File: config.mk
export PLATFORM = sky130hd
export DESIGN_NAME = mesh_seq_ctrl
export DESIGN_NICKNAME = d
export VERILOG_FILES = /design/src/rtl/mesh_seq_ctrl.sv
export SDC_FILE = /design/constraint.sdc
export NUM_CORES = 1
export LEC_CHECK = 0
export BUFFER_PORTS_ARGS = -buffer_cell sky130_fd_sc_hd__clkbuf_2
export CORE_UTILIZATION = 52
export CTS_CLUSTER_SIZE = 40
export DETAILED_ROUTE_END_ITERATION = 8
export HOLD_SLACK_MARGIN = 0.02
export PLACE_DENSITY_LB_ADDON = 0.25
export SKIP_CTS_REPAIR_TIMING = 1
export SLEW_MARGIN = 20
export SYNTH_ARGS = -nofsm -noshare
export SYNTH_HDL_FRONTEND = slang
export SYNTH_SLANG_ARGS = --single-unit
File: constraint.sdc
create_clock -name clk -period 4.4 [get_ports clk]
set_input_delay 0 -clock clk [delete_from_list [all_inputs] [get_ports clk]]
set_output_delay 0 -clock clk [all_outputs]
set_load 0.005 [all_outputs]
File: src/rtl/mesh_seq_ctrl.sv
// Sequencer for the systolic MAC mesh: one matrix-vector pass per start command.
// Optional vbram-to-vbram copy command is enabled by defining MESH_SEQ_CTRL_COPY_EN.
module mesh_seq_ctrl #(
   parameter int IDX_WIDTH_FOR_NODES = 6,
   parameter int NUM_NODES           = 2**IDX_WIDTH_FOR_NODES,
   parameter int ADDR_WIDTH          = 10,
   parameter int MAC_LAT             = 2
) (
   input  logic                           clk,
   input  logic                           rst,
   input  logic                           start,
   input  logic [ADDR_WIDTH-1:0]          vec_len,
   input  logic                           src_sel,
   input  logic                           dst_sel,
   input  logic [ADDR_WIDTH-1:0]          dst_base,
   input  logic                           use_init,
`ifdef MESH_SEQ_CTRL_COPY_EN
   input  logic                           copy,
`endif
   output logic                           busy,
   output logic                           done,
   output logic                           mbram_en,
   output logic [ADDR_WIDTH-1:0]          mbram_addr,
   output logic [ADDR_WIDTH-1:0]          vbram0_addr,
   output logic                           vbram0_we,
   output logic [ADDR_WIDTH-1:0]          vbram1_addr,
   output logic                           vbram1_we,
   output logic [NUM_NODES-1:0]           sclrs,
   output logic [1:0]                     asel,
   output logic [NUM_NODES-1:0]           csels,
   output logic [IDX_WIDTH_FOR_NODES-1:0] ressel,
   output logic [1:0]                     dinsel
);

   localparam int DRAIN_W = $clog2(NUM_NODES + MAC_LAT + 1);
   localparam int CNT_W   = (ADDR_WIDTH > DRAIN_W) ? ADDR_WIDTH : DRAIN_W;
   localparam logic [CNT_W-1:0] DRAIN_LAST = CNT_W'(NUM_NODES + MAC_LAT);
   localparam logic [CNT_W-1:0] WB_LAST    = CNT_W'(NUM_NODES - 1);

   typedef enum logic [2:0] {
      IDLE, STREAM, DRAIN, WB, DONE
`ifdef MESH_SEQ_CTRL_COPY_EN
      , COPY
`endif
   } state_t;

   state_t                  state_q, state_d;
   logic [CNT_W-1:0]        cnt_q, cnt_d;
   logic                    load_cmd;
   logic [ADDR_WIDTH-1:0]   len_q, base_q;
   logic                    src_q, dst_q, init_q;
   logic [CNT_W-1:0]        len_last;
   logic                    first_q, first_d;

   // Outputs are registered from the current state, so they trail the state by one cycle.
   logic                           busy_d, done_d, mbram_en_d;
   logic [ADDR_WIDTH-1:0]          mbram_addr_d;
   logic [ADDR_WIDTH-1:0]          vb_addr_q [2];
   logic [ADDR_WIDTH-1:0]          vb_addr_d [2];
   logic [1:0]                     vb_we_q, vb_we_d;
   logic [NUM_NODES-1:0]           sclrs_d, csels_d;
   logic [1:0]                     asel_d;
   logic [IDX_WIDTH_FOR_NODES-1:0] ressel_d;

`ifdef MESH_SEQ_CTRL_COPY_EN
   logic                  cp_q, cp_d;
   logic [ADDR_WIDTH-1:0] cp_cnt_q, cp_cnt_d;
   logic [1:0]            dinsel_q, dinsel_d;
`endif

   assign len_last = CNT_W'(len_q) - CNT_W'(1);

   always_comb begin
      // NOTE: every combinational output gets a default first so no latch is inferred.
      state_d  = state_q;
      cnt_d    = cnt_q;
      load_cmd = 1'b0;
      case (state_q)
         IDLE: begin
            cnt_d = '0;
            if (start) begin
               if (vec_len == '0) begin
                  state_d = DONE;
`ifdef MESH_SEQ_CTRL_COPY_EN
               end else if (copy && (src_sel == dst_sel)) begin
                  state_d = DONE;
               end else if (copy) begin
                  state_d  = COPY;
                  load_cmd = 1'b1;
`endif
               end else begin
                  state_d  = STREAM;
                  load_cmd = 1'b1;
               end
            end
         end
         STREAM: begin
            if (cnt_q == len_last) begin
               state_d = DRAIN;
               cnt_d   = '0;
            end else begin
               cnt_d = cnt_q + 1'b1;
            end
         end
         DRAIN: begin
            if (cnt_q == DRAIN_LAST) begin
               state_d = WB;
               cnt_d   = '0;
            end else begin
               cnt_d = cnt_q + 1'b1;
            end
         end
         WB: begin
            if (cnt_q == WB_LAST) begin
               state_d = DONE;
               cnt_d   = '0;
            end else begin
               cnt_d = cnt_q + 1'b1;
            end
         end
`ifdef MESH_SEQ_CTRL_COPY_EN
         COPY: begin
            if (cnt_q == len_last) begin
               state_d = DONE;
               cnt_d   = '0;
            end else begin
               cnt_d = cnt_q + 1'b1;
            end
         end
`endif
         DONE:    state_d = IDLE;
         default: state_d = IDLE;
      endcase
   end

   always_comb begin
      // A zero-length or degenerate command never raises busy.
      busy_d       = (state_d != IDLE) && !(state_q == IDLE && state_d == DONE);
      done_d       = (state_q == DONE);
      mbram_en_d   = 1'b0;
      mbram_addr_d = '0;
      vb_addr_d[0] = '0;
      vb_addr_d[1] = '0;
      vb_we_d      = 2'b00;
      sclrs_d      = (state_q == IDLE || state_q == DONE) ? '1 : '0;
      asel_d       = 2'b00;
      ressel_d     = '0;
      first_d      = (state_q == STREAM) && (cnt_q == '0);
      csels_d      = csels << 1;
      csels_d[0]   = ~first_q;

      if (state_q == STREAM) begin
         mbram_en_d          = 1'b1;
         mbram_addr_d        = ADDR_WIDTH'(cnt_q);
         vb_addr_d[src_q]    = ADDR_WIDTH'(cnt_q);
         asel_d              = {init_q, src_q};
      end
      if (state_q == WB) begin
         ressel_d            = IDX_WIDTH_FOR_NODES'(cnt_q);
         vb_addr_d[dst_q]    = base_q + ADDR_WIDTH'(cnt_q);
         vb_we_d[dst_q]      = 1'b1;
      end
`ifdef MESH_SEQ_CTRL_COPY_EN
      cp_d     = (state_q == COPY);
      cp_cnt_d = ADDR_WIDTH'(cnt_q);
      dinsel_d = 2'b00;
      if (state_q == COPY) vb_addr_d[src_q] = ADDR_WIDTH'(cnt_q);
      // Write side lags the read by the one-cycle BRAM latency.
      if (cp_q) begin
         vb_addr_d[dst_q] = base_q + cp_cnt_q;
         vb_we_d[dst_q]   = 1'b1;
         dinsel_d[dst_q]  = 1'b1;
      end
`endif
   end

   always_ff @(posedge clk or posedge rst) begin
      if (rst) begin
         state_q      <= IDLE;
         cnt_q        <= '0;
         len_q        <= '0;
         base_q       <= '0;
         src_q        <= 1'b0;
         dst_q        <= 1'b0;
         init_q       <= 1'b0;
         first_q      <= 1'b0;
         busy         <= 1'b0;
         done         <= 1'b0;
         mbram_en     <= 1'b0;
         mbram_addr   <= '0;
         vb_addr_q[0] <= '0;
         vb_addr_q[1] <= '0;
         vb_we_q      <= 2'b00;
         sclrs        <= '1;
         asel         <= 2'b00;
         csels        <= '1;
         ressel       <= '0;
`ifdef MESH_SEQ_CTRL_COPY_EN
         cp_q         <= 1'b0;
         cp_cnt_q     <= '0;
         dinsel_q     <= 2'b00;
`endif
      end else begin
         // NOTE: sequential state uses non-blocking assignments so all registers update together.
         state_q      <= state_d;
         cnt_q        <= cnt_d;
         if (load_cmd) begin
            len_q  <= vec_len;
            base_q <= dst_base;
            src_q  <= src_sel;
            dst_q  <= dst_sel;
            init_q <= use_init;
         end
         first_q      <= first_d;
         busy         <= busy_d;
         done         <= done_d;
         mbram_en     <= mbram_en_d;
         mbram_addr   <= mbram_addr_d;
         vb_addr_q[0] <= vb_addr_d[0];
         vb_addr_q[1] <= vb_addr_d[1];
         vb_we_q      <= vb_we_d;
         sclrs        <= sclrs_d;
         asel         <= asel_d;
         csels        <= csels_d;
         ressel       <= ressel_d;
`ifdef MESH_SEQ_CTRL_COPY_EN
         cp_q         <= cp_d;
         cp_cnt_q     <= cp_cnt_d;
         dinsel_q     <= dinsel_d;
`endif
      end
   end

   assign vbram0_addr = vb_addr_q[0];
   assign vbram1_addr = vb_addr_q[1];
   assign vbram0_we   = vb_we_q[0];
   assign vbram1_we   = vb_we_q[1];
`ifdef MESH_SEQ_CTRL_COPY_EN
   assign dinsel      = dinsel_q;
`else
   assign dinsel      = 2'b00;
`endif

endmodule

==> results of run 1 <==
==> cells in the mapped netlist, drive strengths merged, types with 10 or more instances <==
cell type and n:
clkbuf 15, mux2 17, o21ai 21, dfrtp 80
and2 10, nand2 25, xnor2 14, ha 13
o22ai 14, inv 25, nor2 19, dfstp 65
buf 131, a21oi 10
==> per-stage QoR <==
step	setup WS, ns	hold WS, ns
2_1_floorplan	0.6129	0.1168
3_3_place_gp	1.598	0.1834
3_5_place_dp	1.436	0.1829
4_1_cts	1.423	-0.2609
5_1_grt	1.193	0.3352
6_report	1.417	0.2741
==> registers in the layout, summed over array words and instances, names as in the netlist, 2 cells and up <==
name         cells
csels           64
base_q          10
cnt_q           10
len_q           10
mbram_addr      10
vbram0_addr     10
vbram1_addr     10
ressel           6
state_q          3
asel             2
vb_we_q          2
==> worst max-delay path, delay by kind of cell (launching register included) <==
kind / cells / cell delay, ns
AO/OA/AOI/OAI: 3 / 0.82
flip-flops: 1 / 0.41
XOR/XNOR: 1 / 0.12
adder cells (fa/ha/maj): 1 / 0.22
AND/OR/NAND/NOR: 3 / 1.17
buffers and inverters: 1 / 0.09
==> logic make-up (layout without fill, tap and decap cells) <==
logic type	after synthesis	after routing	synth area share [%]
and+or+nand+nor	100	100	8.581
other	1	2	0.05754
muxes	20	20	3.398
xor gates and xnor gates	21	21	2.822
AOI/OAI and AO/OA	75	75	8.140
adders and majority gates	14	14	2.803
buffers and inverters	171	280	17.28
DFF	145	145	56.92
==> path summary, 6_finish.rpt <==
kind / start / cells past startpoint / slack, ns / to
max: len_q[0]$_DFFE_PP0P_ / 9 / 1.42 / cnt_q[6]$_DFFE_PP0P_
min in group clk: dst_base[1] / 4 / 0.35 / base_q[1]$_DFFE_PP0P_
max in group asynchronous: rst / 4 / 2.93 / vbram0_addr[6]$_DFF_PP0_
max reg2reg: len_q[0]$_DFFE_PP0P_ / 9 / 1.42 / cnt_q[6]$_DFFE_PP0P_
min reg2reg: csels[14]$_DFF_PP1_ / 0 / 0.36 / csels[15]$_DFF_PP1_
min: rst / 3 / 0.27 / vbram1_addr[8]$_DFF_PP0_
==> power by group through the flow <==
stage          Sequential (mW)  Combinational [mW]  Clock (mW)
6_report                  2.11                1.52        1.33
5_1_grt                   2.18                1.68        1.41
4_1_cts                   2.12                1.52        1.36
3_5_place_dp              2.14                1.51           0
3_3_place_gp              2.12                1.48           0
2_1_floorplan             2.04                1.43           0
==> metal layers <==
metal	share of wire (%)	global-route usage, %
met5	0	0
met2	51	30.38
met4	0.66	6.494
met3	5.8	7.226
met1	43	25.03
==> area by class of cell <==
class / count / area share [%]
sequential: 145 / 49.38
multi-input combinational: 232 / 22.47
timing repair buffer: 223 / 16.59
clock buffer: 22 / 6.479
tap: 168 / 2.798
inverter: 25 / 1.316
clock inverter: 10 / 0.9660
==> metrics.txt, run 1 <==
Die Ht=114.0 µm; TritonCTS clock tree=done; top post-synthesis cells by area=dfrtp_1 31%, dfstp_2 26%, buf_4 15%, mux2_2 2.9%, ha_1 2.5%; Syn Area/Cell=11.91 µm²; worst-skew pair later-pin latency=0.41 ns; Finished Layout Cells=825; clock root buffer=clkbuf_16; Synth Instances=547; Crit Path Max Fanout=7; n_diodes=0; Synth-to-Final Area Change=15.26%; clk sink count=145; initial antenna violation count=0; Clock Power Share=26.7%; worst path arrival time=3.25 ns; placed cells=768; Total GRT Usage=19.43%; Reg area=0.003710 mm²; first-pass GRT wire length=19,040 µm; Rows=40; final core occ=62.02%; Yosys top cell by area=dfrtp_1; max_cap viols=0; Worst Max-Slew Pin Slew=0.8289 ns; WS Path Type=reg -> reg; width of the die=114.0 µm; switching share of total power=33.02%; gr ovfl total=0; class of the tightest hold or removal check=in -> async; most frequent cells in the layout=196 x clkbuf_2, 80 x dfrtp_1, 65 x dfstp_2; total die area=0.01299 mm²; IO Count=199; Max stage delay on crit path=0.51 ns; Initial Utilization=53.81%; most common cell after layout, fill and taps aside=clkbuf_2; via count=3,992; Yosys top cell area share=30.72%; Worst EP required=4.66 ns; RSZ-0062 raised after global routing=no; Avg WL per Cell=14.89 µm; critical path's slowest cell=or4b_4; Rel. slew slack=44.74%; skew final=0.008569 ns; initial DRC count=248; number of synthesis warnings=0; crit share post-route=67.79%; Main synth FF type=dfrtp_1; worst-path cell chain=inv_1 > ha_1 > nor4b_2 > xor2_1 > or4b_4 > a2111oi_4 > o21bai_2 > nor3_2 > o32ai_1; nature of the critical path endpoint=flop; placed cell area=0.006703 mm²; leakage power=3.740 nW; Placer Congestion=0.8890; Tmin final=2.983 ns; largest net degree at the start of global routing=88; outcome=completed; total power=4.962 mW; sequential power share=42.6%; #FFs+latches synth=145; IO Port Bufs=196; Yosys cell types=57; Post-synth EDFFs=0; Vias/cell=4.839; Fillers=1,008; fraction of registers with async set/reset=100.0%; Cell Area, Synth=0.006518 mm²; Psw=1.638 mW; Max Freq=335.3 MHz; Multi-input gate area=0.001688 mm²; Routed Antenna Nets=0; vias in the first global route=3,766; final setup vio count=0; Final Hold Viols=0; Combinational Power Share=30.7%; CP startpoint kind=flop; share of cells above drive strength 1=49.01%; dpl hpwl=8723 µm; Max clock buf depth=2; H-tree depth=4; Setup TNS Final=0 ns; area of the core=0.01211 mm²; P per Cell Area=660.5 mW/mm²; Pins Over Slew Limit=0; drt drc=0; Cell Int Power=3.324 mW; clock-pin slew on the worst setup and hold paths=0.06 ns; sequential share of the synthesized area=56.92%; worst vdd ir=0.0003316 V; final non-filler cell area=0.007512 mm²; 1st-pass router iterations=4; number of nets in the layout=684; Num CTS Buffers=17; Total Wirelength=12,280 µm
(Power assumes the default switching activity.)
==> run 2: changes to the inputs <==
CORE_UTILIZATION = 47   (was 52)
clock period = 2.5 ns   (was 4.4 ns; I/O delays follow)
==> run 2 against run 1 <==
Net effect: the flow now finishes with violations (setup timing); combinational power is 110% higher; power up 88%; cell count rose by 6.2%; clock power up 89%; hold slack got worse by 0.051 ns; register-to-register slack worse by 1.5 ns; clock skew fell by 0.0016 ns; first-iteration DRC count down 34%; fmax increased by 13%; critical path depth up 1.
==> metrics.txt, run 2 (synthesis gave the netlist of run 1 again) <==
Largest register FFs=64 (unchanged); P per Cell Area=1174 mW/mm² (+78%); H-tree depth=4 (unchanged); Setup TNS Final=-0.6195 ns (-0.6195 ns); clk sink count=145 (unchanged); worst-skew pair later-pin latency=0.42 ns (about the same); vias in the first global route=3,988 (+5.9%); Combinational Power Share=33.8% (+3.1 points); via count=4,185 (+4.8%); Finished Layout Cells=876 (+6.2%); initial antenna violation count=0 (unchanged); max_cap viols=0 (unchanged); skew final=0.006959 ns (-0.001610 ns); 1st-pass router iterations=4 (unchanged); dpl hpwl=9439 µm (+8.2%); CP startpoint kind=flop; WS Path Type=reg -> reg; Die Ht=119.8 µm (+5.1%); Worst Max-Slew Pin Slew=0.8329 ns (+0.003954 ns); outcome=finished with violations; Rows=42 (+5.0%); Routed Antenna Nets=0 (unchanged); Clock Power Share=27.0% (+0.3 points); IO Port Bufs=196 (unchanged); leakage power=3.980 nW (+6.4%); Total GRT Usage=18.76% (-0.67 points); Top reg by flops=csels; Psw=3.045 mW (+86%); worst hold slack=0.2230 ns (-0.05107 ns); switching share of total power=32.60% (-0.42 points); TritonCTS clock tree=done; placed cell area=0.007020 mm² (+4.7%); Rel. slew slack=44.48% (-0.26 points); Place WS=-0.1259 ns (-1.562 ns); Total Wirelength=13,050 µm (+6.3%); total die area=0.01434 mm² (+10%); most frequent cells in the layout=196 x clkbuf_2, 79 x dfrtp_1, 65 x dfstp_2; gr ovfl total=0 (unchanged); first-pass GRT wire length=20,420 µm (+7.2%); Placer Congestion=0.8077 (-9.1%); number of nets in the layout=727 (+6.3%); final core occ=59.39% (-2.6 points); Cell Int Power=6.296 mW (+89%); nature of the critical path endpoint=flop; Max clock buf depth=2 (unchanged); total power=9.341 mW (+88%); crit share post-route=105.2% (+37 points); largest net degree at the start of global routing=68 (-23%); Max Freq=380.3 MHz (+13%); final setup vio count=9 (+9); drt drc=0 (unchanged); n_diodes=0 (unchanged); clock-pin slew on the worst setup and hold paths=0.06 ns (about the same); Synth-to-Final Area Change=22.12%; setup slack after layout=-0.1293 ns (-1.547 ns); Avg WL per Cell=14.90 µm (about the same); Tmin final=2.629 ns (-0.3534 ns); share of cells above drive strength 1=53.71% (+4.7 points); Vias/cell=4.777 (-1.3%); failing checks=setup timing; most common cell after layout, fill and taps aside=clkbuf_2; Crit Path Max Fanout=7 (unchanged); Worst EP required=2.79 ns (-1.87 ns); final non-filler cell area=0.007959 mm² (+5.9%); Pins Over Slew Limit=0 (unchanged); clock root buffer=clkbuf_16; width of the die=119.8 µm (+5.1%); Final Hold Viols=0 (unchanged); RSZ-0062 raised after global routing=yes; sequential power share=39.2% (-3.4 points); worst vdd ir=0.0006676 V (+100%); placed cells=813 (+5.9%); IO Count=199 (unchanged); Initial Utilization=48.64% (-5.2 points); area of the core=0.01340 mm² (+11%); worst path arrival time=2.92 ns (-0.33 ns); initial DRC count=164 (-34%); class of the tightest hold or removal check=in -> async; Num CTS Buffers=17 (unchanged)
run 2: worst max-delay path: stages (launching register included):
cell       delay, ns
dfrtp_1         0.41
inv_2           0.10
ha_4            0.13
nor4b_4         0.23
xor2_1          0.11
or4b_4          0.50
a2111oi_4       0.34
buf_4           0.19
o21bai_4        0.11
nor3_4          0.27
o32ai_1         0.10
run 2: final timing paths:
path,from,to,slack (ns),cells after the start
setup / recovery,len_q[1]$_DFFE_PP0P_,cnt_q[5]$_DFFE_PP0P_,-0.13,10
hold / removal,rst,csels[21]$_DFF_PP1_,0.22,3
setup reg to reg,len_q[1]$_DFFE_PP0P_,cnt_q[5]$_DFFE_PP0P_,-0.13,10
hold reg to reg,csels[15]$_DFF_PP1_,csels[16]$_DFF_PP1_,0.36,0
max in group asynchronous,rst,csels[41]$_DFF_PP1_,1.79,4
min in group clk,vec_len[2],len_q[2]$_DFFE_PP0P_,0.35,4
run 2: cell type report:
class | instances | area (µm²)
clock buffers | 19 | 452.9
clock inverters | 13 | 146.4
fillers | 1117 | 5441
inverters | 25 | 97.59
multi-input cells | 232 | 1747
flip-flops and latches | 145 | 3711
well taps | 176 | 220.2
repair buffers | 266 | 1584
run 2: metal layers:
metal | track usage, % | wire length, µm
met5 | 0 | 0
met4 | 7.969 | 223
met3 | 5.038 | 689
met2 | 30.38 | 6465
met1 | 23.71 | 5674
run 2: power by group through the flow:
stage / Clock (mW) / Sequential, mW / Combinational (mW)
floorplan: 0 / 3.60 / 2.54
global placement: 0 / 3.66 / 2.99
detailed placement: 0 / 3.69 / 3.01
CTS: 2.58 / 3.67 / 3.03
global route: 2.68 / 3.77 / 3.49
finish: 2.52 / 3.66 / 3.16
